File: src/rtl/mpu_hm_fetch_pkg.sv
// rtl/mpu_hm_fetch_pkg.sv - shared definitions for the MPU host-memory fetch engine
//
// Holds the fetch FSM state encoding, the data value returned after a failed
// fetch, the bus geometry (32-bit beats, two beats per doubleword) and the
// width helper for the beat timeout counter.
package mpu_hm_fetch_pkg;

  typedef enum logic [1:0] {
    MPU_HMF_IDLE = 2'd0,
    MPU_HMF_LO   = 2'd1,
    MPU_HMF_HI   = 2'd2,
    MPU_HMF_DONE = 2'd3
  } mpu_hmf_state_e;

  localparam int MPU_HM_BUS_DW = 32;
  localparam int MPU_HM_BEATS  = 2;
  localparam int MPU_HM_DW     = MPU_HM_BUS_DW * MPU_HM_BEATS;

  localparam logic [MPU_HM_DW-1:0] MPU_HM_ERR_DATA = '1;

  // Counter width for a timeout of 'timeout' cycles; never narrower than 1 bit.
  function automatic int mpu_hm_cnt_w(input int timeout);
    return (timeout > 1) ? $clog2(timeout) : 1;
  endfunction

endpackage

File: src/rtl/mpu_hm_fetch_if.sv
// rtl/mpu_hm_fetch_if.sv - Wishbone-classic read port of the host-memory fetch engine
//
// Signals:
//   wb_adr_o  64-bit byte address of the current beat
//   wb_cyc_o  bus cycle
//   wb_stb_o  strobe
//   wb_sel_o  byte selects (all lanes)
//   wb_dat_i  read data of the current beat
//   wb_ack_i  beat acknowledge
//   wb_err_i  beat error
// Modports: master (fetch engine), slave (memory side).
interface mpu_hm_fetch_if;
  import mpu_hm_fetch_pkg::*;

  logic [63:0]                wb_adr_o;
  logic                       wb_cyc_o;
  logic                       wb_stb_o;
  logic [MPU_HM_BUS_DW/8-1:0] wb_sel_o;
  logic [MPU_HM_BUS_DW-1:0]   wb_dat_i;
  logic                       wb_ack_i;
  logic                       wb_err_i;

  modport master (
    output wb_adr_o, wb_cyc_o, wb_stb_o, wb_sel_o,
    input  wb_dat_i, wb_ack_i, wb_err_i
  );

  modport slave (
    input  wb_adr_o, wb_cyc_o, wb_stb_o, wb_sel_o,
    output wb_dat_i, wb_ack_i, wb_err_i
  );

endinterface

File: src/rtl/mpu_hm_timeout.sv
// rtl/mpu_hm_timeout.sv - per-beat timeout down-counter
//
// Ports:
//   clk      clock
//   rst_n    asynchronous active-low reset
//   clr      reload to TIMEOUT-1 (has priority over en)
//   en       count down by one, saturating at zero
//   expired  counter is zero: the current cycle is the last one a beat may wait
module mpu_hm_timeout
  import mpu_hm_fetch_pkg::*;
#(
  parameter int TIMEOUT = 256
) (
  input  logic clk,
  input  logic rst_n,
  input  logic clr,
  input  logic en,
  output logic expired
);

  localparam int            CW   = mpu_hm_cnt_w(TIMEOUT);
  localparam logic [CW-1:0] LOAD = CW'(TIMEOUT - 1);

  logic [CW-1:0] cnt_q;

  always_ff @(posedge clk or negedge rst_n) begin
    if (!rst_n) begin
      cnt_q <= LOAD;
    end else if (clr) begin
      cnt_q <= LOAD;
    end else if (en && (cnt_q != '0)) begin
      cnt_q <= cnt_q - CW'(1);
    end
  end

  assign expired = (cnt_q == '0);

endmodule

File: src/rtl/mpu_hm_fetch.sv
// rtl/mpu_hm_fetch.sv - 64-bit host-memory fetch as two 32-bit Wishbone-classic beats
//
// Ports:
//   sys_clk   clock
//   sys_rst   asynchronous active-low reset
//   en        global run enable
//   mpu_en    enable to the MPU; low while a fetch is in flight
//   hm_addr   doubleword byte address (bits [2:0] ignored)
//   hm_start  fetch request, held while the requesting instruction is current
//   hm_data   fetched doubleword (ERR_DATA after a failed fetch)
//   err_clr   clears the sticky error flag
//   error     sticky fetch-failure flag (bus error or beat timeout)
//   wb        Wishbone master port
module mpu_hm_fetch
  import mpu_hm_fetch_pkg::*;
#(
  parameter int                    TIMEOUT  = 256,
  parameter logic [MPU_HM_DW-1:0]  ERR_DATA = MPU_HM_ERR_DATA
) (
  input  logic                 sys_clk,
  input  logic                 sys_rst,
  input  logic                 en,
  output logic                 mpu_en,
  input  logic [63:0]          hm_addr,
  input  logic                 hm_start,
  output logic [MPU_HM_DW-1:0] hm_data,
  input  logic                 err_clr,
  output logic                 error,
  mpu_hm_fetch_if.master       wb
);

  localparam int BEAT_BYTES = MPU_HM_BUS_DW / 8;

  mpu_hmf_state_e state_q, state_d;

  logic                 cyc_q;
  logic [63:0]          adr_q;
  logic [MPU_HM_DW-1:0] data_q;
  logic                 error_q;

  logic start_fetch;
  logic beat_ok;
  logic abort;
  logic in_beat;
  logic tmr_expired;

  // Alignment bits of the request are dropped on purpose.
  logic unused_addr_lsb;
  assign unused_addr_lsb = ^hm_addr[2:0];

  assign in_beat = (state_q == MPU_HMF_LO) || (state_q == MPU_HMF_HI);

  // Reloaded outside beats and on every ack, so each beat gets a full budget.
  mpu_hm_timeout #(
    .TIMEOUT (TIMEOUT)
  ) u_timeout (
    .clk     (sys_clk),
    .rst_n   (sys_rst),
    .clr     (~in_beat | wb.wb_ack_i),
    .en      (in_beat),
    .expired (tmr_expired)
  );

  always_ff @(posedge sys_clk or negedge sys_rst) begin
    if (!sys_rst) begin
      state_q <= MPU_HMF_IDLE;
    end else begin
      state_q <= state_d;
    end
  end

  always_comb begin
    state_d     = state_q;
    start_fetch = 1'b0;
    beat_ok     = 1'b0;
    abort       = 1'b0;
    mpu_en      = 1'b0;
    case (state_q)
      MPU_HMF_IDLE: begin
        mpu_en = en & ~hm_start;
        if (hm_start && en) begin
          start_fetch = 1'b1;
          state_d     = MPU_HMF_LO;
        end
      end
      MPU_HMF_LO, MPU_HMF_HI: begin
        // Error beats ack; an ack in the last allowed cycle beats the timeout.
        if (wb.wb_err_i || (tmr_expired && !wb.wb_ack_i)) begin
          abort   = 1'b1;
          state_d = MPU_HMF_DONE;
        end else if (wb.wb_ack_i) begin
          beat_ok = 1'b1;
          state_d = (state_q == MPU_HMF_LO) ? MPU_HMF_HI : MPU_HMF_DONE;
        end
      end
      MPU_HMF_DONE: begin
        // The request is still high here; returning to IDLE without looking
        // at it keeps the completing instruction from fetching twice.
        mpu_en  = en;
        state_d = MPU_HMF_IDLE;
      end
      default: state_d = MPU_HMF_IDLE;
    endcase
  end

  always_ff @(posedge sys_clk or negedge sys_rst) begin
    if (!sys_rst) begin
      cyc_q  <= 1'b0;
      adr_q  <= '0;
      data_q <= '0;
    end else if (start_fetch) begin
      cyc_q <= 1'b1;
      adr_q <= {hm_addr[63:3], 3'b000};
    end else if (abort) begin
      cyc_q  <= 1'b0;
      data_q <= ERR_DATA;
    end else if (beat_ok) begin
      if (state_q == MPU_HMF_LO) begin
        data_q[MPU_HM_BUS_DW-1:0] <= wb.wb_dat_i;
        adr_q                     <= adr_q + 64'(BEAT_BYTES);
      end else begin
        data_q[MPU_HM_DW-1:MPU_HM_BUS_DW] <= wb.wb_dat_i;
        cyc_q                             <= 1'b0;
      end
    end
  end

  always_ff @(posedge sys_clk or negedge sys_rst) begin
    if (!sys_rst) begin
      error_q <= 1'b0;
    end else if (abort) begin
      error_q <= 1'b1;
    end else if (err_clr) begin
      error_q <= 1'b0;
    end
  end

  assign wb.wb_adr_o = adr_q;
  assign wb.wb_cyc_o = cyc_q;
  assign wb.wb_stb_o = cyc_q;
  assign wb.wb_sel_o = '1;
  assign hm_data     = data_q;
  assign error       = error_q;

endmodule
File: src/flat_wrapper.sv
// flat-port wrapper written by rule: the top's interface ports become plain ports
module mpu_hm_fetch_flat import mpu_hm_fetch_pkg::*;
#(
  parameter int                    TIMEOUT  = 256,
  parameter logic [MPU_HM_DW-1:0]  ERR_DATA = MPU_HM_ERR_DATA
)
  (sys_clk, sys_rst, en, mpu_en, hm_addr, hm_start, hm_data, err_clr, error, wb_wb_adr_o, wb_wb_cyc_o, wb_wb_stb_o, wb_wb_sel_o, wb_wb_dat_i, wb_wb_ack_i, wb_wb_err_i);
  mpu_hm_fetch_if wb_i ();
  input  logic sys_clk;
  input  logic sys_rst;
  input  logic en;
  output logic mpu_en;
  input  logic [63:0] hm_addr;
  input  logic hm_start;
  output logic [MPU_HM_DW-1:0] hm_data;
  input  logic err_clr;
  output logic error;
  output wire logic [$bits(wb_i.wb_adr_o)-1:0] wb_wb_adr_o;
  output wire logic [$bits(wb_i.wb_cyc_o)-1:0] wb_wb_cyc_o;
  output wire logic [$bits(wb_i.wb_stb_o)-1:0] wb_wb_stb_o;
  output wire logic [$bits(wb_i.wb_sel_o)-1:0] wb_wb_sel_o;
  input wire logic [$bits(wb_i.wb_dat_i)-1:0] wb_wb_dat_i;
  input wire logic [$bits(wb_i.wb_ack_i)-1:0] wb_wb_ack_i;
  input wire logic [$bits(wb_i.wb_err_i)-1:0] wb_wb_err_i;
  assign wb_wb_adr_o = wb_i.wb_adr_o;
  assign wb_wb_cyc_o = wb_i.wb_cyc_o;
  assign wb_wb_stb_o = wb_i.wb_stb_o;
  assign wb_wb_sel_o = wb_i.wb_sel_o;
  assign wb_i.wb_dat_i = wb_wb_dat_i;
  assign wb_i.wb_ack_i = wb_wb_ack_i;
  assign wb_i.wb_err_i = wb_wb_err_i;
  mpu_hm_fetch #(.TIMEOUT(TIMEOUT), .ERR_DATA(ERR_DATA)) u_core (.sys_clk(sys_clk), .sys_rst(sys_rst), .en(en), .mpu_en(mpu_en), .hm_addr(hm_addr), .hm_start(hm_start), .hm_data(hm_data), .err_clr(err_clr), .error(error), .wb(wb_i));
endmodule
File: config.mk
export PLATFORM = sky130hd
export DESIGN_NAME = mpu_hm_fetch_flat
export DESIGN_NICKNAME = d
export VERILOG_FILES = /design/src/rtl/mpu_hm_fetch_pkg.sv /design/src/rtl/mpu_hm_fetch_if.sv /design/src/rtl/mpu_hm_timeout.sv /design/src/rtl/mpu_hm_fetch.sv /design/src/flat_wrapper.sv
export SDC_FILE = /design/constraint.sdc
export NUM_CORES = 1
export LEC_CHECK = 0
export ABC_AREA = 1
export BUFFER_PORTS_ARGS = -buffer_cell sky130_fd_sc_hd__buf_2
export CAP_MARGIN = 40
export CORE_ASPECT_RATIO = 0.7
export CORE_MARGIN = 2
export CORE_UTILIZATION = 30
export DETAILED_ROUTE_END_ITERATION = 12
export PLACE_DENSITY = 0.52
export SETUP_SLACK_MARGIN = 0.05
export SLEW_MARGIN = 20
export SYNTH_ARGS = -nofsm -noshare
export SYNTH_HDL_FRONTEND = slang
export SYNTH_SLANG_ARGS = --single-unit
File: constraint.sdc
create_clock -name sys_clk -period 2.9 [get_ports sys_clk]
set_input_delay 0.29 -clock sys_clk [delete_from_list [all_inputs] [get_ports sys_clk]]
set_output_delay 0.29 -clock sys_clk [all_outputs]
set_load 0.02 [all_outputs]
==> results of run 1 <==
## final cells by class
class	count	area, um2
diodes	4	10.01
repair buffers	245	1300
multi-input cells	971	4298
clock buffers	18	439.2
fillers	3056	17310
inverters	149	559.3
well taps	371	464.2
clock inverters	14	172.7
flip-flops and latches	138	3463
## metal layers
layer,wire length (um),vias to the layer above
li1,-,4519
met1,16410,4294
met2,12770,317
met3,2518,25
met4,461,0
met5,0,-
## stage by stage
stage	cells	instance area [um2]	total power, mW
after floorplan	1312	8623	7.582
after global placement	1873	10070	9.697
after global routing	1910	10710	12.98
final	1910	10710	12.08
after detailed placement	1873	10070	9.779
after CTS	1906	10700	12.15
## cells in the mapped netlist, types with 2 or more instances
cell | count | area share
a211oi_1 | 6 | 0.0052
a21oi_1 | 12 | 0.0070
a31oi_1 | 7 | 0.0051
buf_1 | 5 | 0.0022
buf_2 | 11 | 0.0064
buf_4 | 13 | 0.011
buf_6 | 6 | 0.0078
clkbuf_1 | 19 | 0.0083
conb_1 | 2 | 0.00087
dfrtp_1 | 130 | 0.38
dfstp_2 | 8 | 0.024
ha_1 | 6 | 0.0087
inv_1 | 141 | 0.061
inv_2 | 8 | 0.0035
nand2_1 | 457 | 0.20
nand2_2 | 2 | 0.0015
nand2_4 | 5 | 0.0065
nand3_1 | 134 | 0.078
nand3_2 | 2 | 0.0023
nand3b_1 | 5 | 0.0044
nand4_1 | 16 | 0.012
nor2_1 | 210 | 0.092
nor2_2 | 11 | 0.0080
nor2_4 | 5 | 0.0065
nor3_1 | 4 | 0.0023
o211ai_1 | 9 | 0.0078
o21ai_0 | 46 | 0.027
o21ai_1 | 7 | 0.0041
o22ai_1 | 8 | 0.0058
or2_2 | 3 | 0.0022
xor2_1 | 4 | 0.0041
## state kept, by name, summed over array words and instances, names as in the netlist
register                cells
u_core.wb.wb_adr_o         62
u_core.u_timeout.cnt_q      8
u_core.state_q              2
u_core.wb.wb_cyc_o          1
u_core.error                1
u_core.hm_data             64
## cell families after synthesis
family | Yosys count | share of synthesized area
flops | 138 | 0.4023
simple gates | 855 | 0.4166
compound gates | 100 | 0.06642
fa+ha+maj | 6 | 0.008721
buf+inv | 203 | 0.1010
other cells | 2 | 0.0008724
xor+xnor | 4 | 0.004069
## final timing paths
kind	start	slack [ns]	to	cells after the start
min in group asynchronous	sys_rst	0.33	u_core.hm_data[26]	2
worst min-delay path	err_clr	0.06	u_core.error	2
worst max register to register	u_core.state_q[0]	0.56	u_core.wb.wb_adr_o[49]	9
worst max-delay path	u_core.state_q[0]	0.56	u_core.wb.wb_adr_o[49]	9
worst min register to register	u_core.hm_data[29]	0.47	u_core.hm_data[29]	2
max in group asynchronous	sys_rst	1.79	u_core.u_timeout.cnt_q[0]	3
## critical path, stage by stage, from the launching register on
cell and delay (ns):
dfrtp_1 0.37, inv_1 0.07, ha_1 0.25, nand3_4 0.30, nand2_2 0.32, inv_2 0.41, buf_12 0.27, nor2_1 0.06
o21ai_0 0.07, nand2_1 0.06
## power by group
part	total (mW)	internal (mW)	switching (mW)
sequential	3.96	2.87	1.09
combinational	5.79	1.78	4.01
clock	2.34	1.33	1.01
total	12.1	5.98	6.11
## timing repair
action | in CTS | in global routing
hold buffers | 1 | 0
buffers inserted | 0 | 0
endpoints found under the hold margin | 41 | 0
==> results.md, run 1 <==
- Most common cell after layout, fill and taps aside: nand2_1
- Outcome: completed
- Crit start category: flop
- CTS Buf Count: 17
- Sink Count: 138
- # nets final: 1,631
- Wire per inst: 16.84 um
- Fin crit period: 2.338 ns
- Crit end category: flop
- MaxCap Viol Count: 0
- Post-synth cell types: 37
- Post-DP HPWL: 24,590 um
- Met1 Use GR: 0.3420
- Final Wtd Congestion: 0.9610
- Die area: 30,090 um2
- Final Cycle Share: 0.8061
- Worst Path Max Fanout: 48
- Starting density of the core: 0.3073
- Post-CTS Resized: 0
- Setup-failing EPs final: 0
- Mapped cell area: 8608 um2
- Share of layout cells above drive strength 1: 0.2091
- Maximum VDD drop: 0.0004472 V
- Max Fclk: 0.4278 GHz
- Grt met3 use: 0.04635
- Layout area overhead: 24.37%
- PwrDens: 1129 nW/um2
- Via count: 9,155
- CTS Buffer Depth: 2
- Initial antenna violation count: 4
- Initial drt markers: 704
- RSZ-0062 raised after global routing: no
- Final core occ: 0.3822
- Total grt overflow: 0
- Rel. slew slack: 0.5844
- Syn avg cell area: 6.581 um2
- CTS tree: built
- Fin Setup TNS: 0 ns
- EDFF count, synth: 0
- Tot GR Track Use: 0.2148
- Drt drc: 0
- Most frequent cells in the layout: nand2_1, buf_2, nor2_1, inv_1, nand3_1
- Fin. Hold Viols: 0
- Fin. max-slew vios: 0
- Die Wd: 206.5 um
- Main synth FF type: dfrtp_1
- Via density: 4.793
- WS Path Type: reg2reg
- Register area share after synthesis: 0.4023
- # port buffers: 229
- Antenna-violating nets left: 0
- Vias in the first global route: 8,482
- CP arrival: 2.67 ns
- Worst-Margin Slew: 0.6187 ns
- CP required: 3.23 ns
- Skew final: 0.01223 ns
- Hold WC Path Type: in2reg
- Core area: 28,010 um2
- Die span in y: 145.7 um
- IO Pins: 239
- Synthesis Warnings: 0
- LEAKAGE: 5.734 nW
- Worst setup margin: 0.5623 ns
- First-pass GRT wire length: 49,510 um
- Clk Latency, worst-skew pair: 0.44 ns
- 1st-pass router iterations: 5
- Final WL: 32,160 um
- Layer with the highest usage: met1
- Grt met2 use: 0.2838
- Maximum number of pins on one net before global-route repair: 71
- Post-Synthesis Cells: 1,308
- CTS H-tree depth: 4
- DP Worst Slack: 0.5417 ns
- Async set or reset register ratio after synthesis: 1.000
- Clk slew on worst S/H paths: 0.07 ns
- Synth Register Bits: 138
- CTS Root Buffer Type: clkbuf_16
- # rows: 51
- Hold Slack: 0.06089 ns
No activity file was read; power rests on OpenSTA's default activity.
==> inputs of run 2 (changes only) <==
==> constraint.sdc (replaced) <==
create_clock -name sys_clk -period 2.2 [get_ports sys_clk]
set_input_delay 0.22 -clock sys_clk [delete_from_list [all_inputs] [get_ports sys_clk]]
set_output_delay 0.22 -clock sys_clk [all_outputs]
set_load 0.02 [all_outputs]
==> results.md, run 2 (synthesis gave the netlist of run 1 again) <==
- Max Fclk: 0.4890 GHz (+14%)
- Fin crit period: 2.045 ns (-0.2927 ns)
- Initial antenna violation count: 2 (-2)
- Starting density of the core: 0.3073 (unchanged)
- Core area: 28,010 um2 (unchanged)
- Clk slew on worst S/H paths: 0.07 ns (about the same)
- Maximum number of pins on one net before global-route repair: 67 (-5.6%)
- Rel. slew slack: 0.6029 (+0.01855)
- Tot GR Track Use: 0.2169 (+0.002085)
- # rows: 51 (unchanged)
- Placed cell count: 1,891 (+0.96%)
- Drt drc: 0 (unchanged)
- MaxCap Viol Count: 0 (unchanged)
- Worst Path Max Fanout: 32 (-33%)
- # port buffers: 229 (unchanged)
- Total power: 16.30 mW (+35%)
- RSZ-0062 raised after global routing: yes
- Final WL: 33,210 um (+3.3%)
- Outcome: completed
- WS Path Type: reg2reg
- CP max-delay cell: dfrtp_1
- LEAKAGE: 5.876 nW (+2.5%)
- Most frequent cells in the layout: nand2_1, buf_2, nor2_1, inv_1, nand3_1
- CP required: 2.53 ns (-0.70 ns)
- Via density: 4.801 (+0.17%)
- Post-Layout Cell Count: 1,933 (+1.2%)
- Worst-Margin Slew: 0.5911 ns (-0.02761 ns)
- Skew final: 0.01234 ns (+0.0001054 ns)
- Post-DP HPWL: 24,720 um (+0.52%)
- Post-DP Area: 10,270 um2 (+2.0%)
- Via count: 9,281 (+1.4%)
- Maximum VDD drop: 0.0004402 V (-1.6%)
- Die Wd: 206.5 um (unchanged)
- Crit end category: flop
- Sink Count: 138 (unchanged)
- Hold WC Path Type: in2reg
- Largest stage delay, worst path: 0.40 ns (about the same)
- CTS Root Buffer Type: clkbuf_16
- Critical-path cell list: inv_1, ha_2, inv_2, nor2_2, inv_2, nor2_4, nor2_4, nand2_4, buf_12, nand3_1, nand2_1
- CTS Buf Count: 17 (unchanged)
- Layout area overhead: 27.88%
- Number of flip-flops under the largest register name: 64 (unchanged)
- CTS Buffer Depth: 2 (unchanged)
- Die area: 30,090 um2 (unchanged)
- First-pass GRT wire length: 49,910 um (+0.81%)
- CP arrival: 2.37 ns (-0.30 ns)
- Fin. max-slew vios: 0 (unchanged)
- R2R Setup Slk: 0.15 ns (-0.41 ns)
- Setup-failing EPs final: 0 (unchanged)
- Worst Hold Depth: 3 (+1)
- Vias in the first global route: 8,364 (-1.4%)
- 1st-pass router iterations: 5 (unchanged)
- PwrDens: 1481 nW/um2 (+31%)
- Die span in y: 145.7 um (unchanged)
- Wire per inst: 17.18 um (+2.0%)
- CTS tree: built
- Share of layout cells above drive strength 1: 0.2293 (+0.02022)
- Fin Setup TNS: 0 ns (unchanged)
- Crit start category: flop
- Antenna-violating nets left: 0 (unchanged)
- CTS H-tree depth: 4 (unchanged)
- Cells on worst reg2reg path: 11 (+2)
- Final Cycle Share: 0.9296 (+0.1235)
- Initial drt markers: 762 (+8.2%)
- Fin. Hold Viols: 0 (unchanged)
- Final Wtd Congestion: 0.9811 (+2.1%)
- Design Area, Final: 11,010 um2 (+2.8%)
- # nets final: 1,657 (+1.6%)
- IO Pins: 239 (unchanged)
- Clk Latency, worst-skew pair: 0.44 ns (about the same)
- Most common cell after layout, fill and taps aside: nand2_1
- Total grt overflow: 0 (unchanged)
==> run 2: report_power, final <==
group          internal, mW  switching [mW]  leakage [nW]  total (mW)
clock                  1.51            1.39         0.279        2.90
combinational          2.69            5.59          3.94        8.28
sequential             3.79            1.33          1.65        5.12
==> run 2: routing by layer <==
metal / up-vias / global-route usage / wire length [um]
met5: - / 0 / 13
met4: 2 / 0.04857 / 292
met3: 25 / 0.05799 / 2719
met2: 314 / 0.2946 / 13540
met1: 4363 / 0.3359 / 16640
li1: 4577 / - / -
==> run 2: final cells by class <==
| cell class | instances | area, um2 |
|---|---|---|
| Clock inverter | 15 | 147.6 |
| Clock buffer | 17 | 425.4 |
| Tap cell | 371 | 464.2 |
| Antenna cell | 1 | 2.502 |
| Timing Repair Buffer | 269 | 1549 |
| Sequential cell | 138 | 3466 |
| Fill cell | 3073 | 17010 |
| Multi-Input combinational cell | 973 | 4394 |
| Inverter | 149 | 559.3 |
==> run 2: through the flow <==
step / worst slack (ns) / utilization / hold slack [ns]
2_1_floorplan: 0.4197 / - / -0.07559
3_3_place_gp: 0.04769 / 0.3667 / 0.2143
3_5_place_dp: -0.001211 / 0.3667 / 0.2095
4_1_cts: 0.09738 / 0.3887 / 0.01571
5_1_grt: 0.02830 / 0.3930 / 0.04179
6_report: 0.1549 / 0.3930 / 0.02487
==> run 2: worst paths after layout <==
| kind | startpoint | end |
|---|---|---|
| worst max register to register | u_core.state_q[0] | u_core.hm_data[21] |
| worst min-delay path | hm_addr[3] | u_core.wb.wb_adr_o[3] |
| max in group asynchronous | sys_rst | u_core.u_timeout.cnt_q[5] |
| worst min register to register | u_core.hm_data[4] | u_core.hm_data[4] |
| min in group asynchronous | sys_rst | u_core.hm_data[25] |
| worst max-delay path | u_core.state_q[0] | u_core.hm_data[21] |
==> run 2: timing repair <==
item	in CTS	in global routing
cloned	0	2
endpoints found under the hold margin	41	0
setup endpoints to repair	40	88
pin swaps	1	6
gates resized for setup	1	18
setup buffers	2	3
hold buffers	2	0
==> run 2: worst max-delay path: cells and delay by family, from the launching register on <==
kind	cells	cell delay (ns)
adder cells (fa/ha/maj)	1	0.31
buffers and inverters	4	0.51
flip-flops	1	0.40
AND/OR/NAND/NOR	6	0.70
==> inputs of run 3 (changes only) <==
--- a/config.mk
+++ b/config.mk
@@ -10,9 +10,9 @@
 export CAP_MARGIN = 40
 export CORE_ASPECT_RATIO = 0.7
 export CORE_MARGIN = 2
-export CORE_UTILIZATION = 30
+export CORE_UTILIZATION = 53
 export DETAILED_ROUTE_END_ITERATION = 12
-export PLACE_DENSITY = 0.52
+export PLACE_DENSITY = 0.82
 export SETUP_SLACK_MARGIN = 0.05
 export SLEW_MARGIN = 20
 export SYNTH_ARGS = -nofsm -noshare
==> results.md, run 3 (synthesis gave the netlist of run 1 again) <==
- Setup-failing EPs final: 0 (unchanged)
- Met1 Use GR: 0.4949 (+0.1590)
- Hold WC Path Type: in2reg
- Antenna-violating nets left: 0 (unchanged)
- Crit start category: flop
- Most used cell, CP: nor2_4
- Drt drc: 0 (unchanged)
- # port buffers: 229 (unchanged)
- CTS Buffer Depth: 2 (unchanged)
- Clk slew on worst S/H paths: 0.07 ns (about the same)
- CP required: 2.56 ns (+0.03 ns)
- Maximum number of pins on one net before global-route repair: 65 (-3.0%)
- Clk pwr share: 0.191 (+0.013)
- Final Cycle Share: 0.9128 (-0.01677)
- MaxCap Viol Count: 0 (unchanged)
- Final Wtd Congestion: 1.007 (+2.6%)
- # rows: 38 (-25%)
- Design Area, Final: 10,680 um2 (-2.9%)
- Reg power frac: 0.322 (+0.008)
- Number of flip-flops under the largest register name: 64 (unchanged)
- Final WL: 28,690 um (-14%)
- CTS Root Buffer Type: clkbuf_16
- WS Path Type: reg2reg
- Initial antenna violation count: 2 (unchanged)
- Most common cell after layout, fill and taps aside: nand2_1
- Sink Count: 138 (unchanged)
- Post-Layout Cell Count: 1,747 (-9.6%)
- RSZ-0062 raised after global routing: no
- Net Sw Frac: 0.4987 (-0.01112)
- Crit path buf inv count: 4 (unchanged)
- Via count: 9,648 (+4.0%)
- Most frequent cells in the layout: nand2_1, buf_2, nor2_1, inv_1, nand3_1
- 1st-pass router iterations: 7 (+2)
- CTS tree: built
- Total power: 16.11 mW (-1.1%)
- PwrDens: 1508 nW/um2 (+1.9%)
- Grt met3 use: 0.08085 (+0.02285)
- Die Wd: 156.3 um (-24%)
- DP Worst Slack: 0.09143 ns (+0.09264 ns)
- Critical-path cell list: inv_1, ha_2, inv_2, nor2_4, inv_2, nor2_4, nor2_4, nand2_4, nand2_4, buf_12, nand2_1, nand2_1
- Crit end category: flop
- Post-DP HPWL: 21,160 um (-14%)
- Via density: 5.523 (+15%)
- IO Pins: 239 (unchanged)
- Layout area overhead: 24.11%
- Vias in the first global route: 8,772 (+4.9%)
- Max Fclk: 0.4980 GHz (+1.8%)
- Clk Latency, worst-skew pair: 0.43 ns (about the same)
- Maximum VDD drop: 0.0008733 V (+98%)
- Placed cell count: 1,711 (-9.5%)
- Initial drt markers: 1,019 (+34%)
- Largest stage delay, worst path: 0.40 ns (about the same)
- CP max-delay cell: dfrtp_1
- Fin crit period: 2.008 ns (-0.03690 ns)
- Fin. max-slew vios: 0 (unchanged)
- Fin. Hold Viols: 0 (unchanged)
- First-pass GRT wire length: 45,310 um (-9.2%)
- Fin Setup TNS: 0 ns (unchanged)
- Total grt overflow: 0 (unchanged)
- Net switching power: 8.036 mW (-3.3%)
- Combinational Power Share: 0.487 (-0.021)
- Total internal power: 8.078 mW (+1.1%)
- Die span in y: 110.6 um (-24%)
- CP arrival: 2.37 ns (about the same)
- Wire per inst: 16.42 um (-4.4%)
- Worst Path Max Fanout: 31 (-3.1%)
- CTS Buf Count: 17 (unchanged)
- Worst-Margin Slew: 0.5953 ns (+0.004218 ns)
- R2R Setup Slk: 0.19 ns (+0.04 ns)
- Outcome: completed
- Die area: 17,290 um2 (-43%)
- Hold Slack: 0.04649 ns (+0.02162 ns)
- Post-DP Area: 10,000 um2 (-2.6%)
- Rel. slew slack: 0.6001 (-0.002834)
- Worst setup margin: 0.1918 ns (+0.03690 ns)
- Grt met2 use: 0.4775 (+0.1829)
- Share of layout cells above drive strength 1: 0.2181 (-0.01122)
- # nets final: 1,641 (-0.97%)
- Core area: 15,690 um2 (-44%)
- Layer with the highest usage: met1
- CTS H-tree depth: 4 (unchanged)
- Cell family with most CP delay: simple AND/OR/NAND/NOR gates
- Skew final: 0.008032 ns (-0.004306 ns)
- Starting density of the core: 0.5486 (+0.2414)
- Final core occ: 0.6809 (+0.2880)
- Tot GR Track Use: 0.3329 (+0.1160)
- LEAKAGE: 5.821 nW (-0.93%)
-- run 3: cell count changes in the layout (fill, tap and decap cells not counted), moves of 2 or more --
cell / delta
nand3_1: +2
buf_4: -14
bufinv_16: +2
nand2_8: -2
nand3_2: -2
-- run 3: cell type report --
type,instances,area [um2]
fillers,1361,5006
multi-input cells,971,4329
flip-flops and latches,138,3465
repair buffers,255,1453
inverters,149,559.3
clock buffers,17,425.4
well taps,200,250.2
clock inverters,15,197.7
diodes,2,5.005
-- run 3: final timing paths --
kind	startpoint	endpoint	cells past startpoint
worst min register to register	u_core.hm_data[27]	u_core.hm_data[27]	2
min in group asynchronous	sys_rst	u_core.state_q[1]	2
worst max-delay path	u_core.state_q[0]	u_core.hm_data[63]	12
max in group asynchronous	sys_rst	u_core.wb.wb_adr_o[30]	3
worst max register to register	u_core.state_q[0]	u_core.hm_data[63]	12
worst min-delay path	hm_addr[3]	u_core.wb.wb_adr_o[3]	3
-- run 3: timing repair --
item,CTS,global route
endpoints found under the setup margin,0,67
hold buffers,2,0
buffers inserted,0,0
hold endpoints to repair,46,0
resized for setup,0,9
-- run 3: worst register-to-register path, stage by stage, from the launching register on --
cell and delay, ns:
dfrtp_1 0.40, inv_1 0.09, ha_2 0.31, inv_2 0.11
nor2_4 0.05, inv_2 0.14, nor2_4 0.07, nor2_4 0.19
nand2_4 0.12, nand2_4 0.09, buf_12 0.19, nand2_1 0.10
nand2_1 0.08
-- run 3: power by group through the flow --
stage | combinational, mW | clock [mW] | sequential (mW)
2_1_floorplan | 3.77 | 0 | 6.22
3_3_place_gp | 7.46 | 0 | 5.10
3_5_place_dp | 7.69 | 0 | 5.13
4_1_cts | 7.75 | 3.10 | 5.11
5_1_grt | 8.62 | 3.20 | 5.33
6_report | 7.85 | 3.07 | 5.19
-- run 3: metal layers --
metal  part of all wire  up-vias
li1                   -     4536
met4              0.027        0
met3               0.12       71
met1               0.43     4440
met5                  0        -
met2               0.42      601
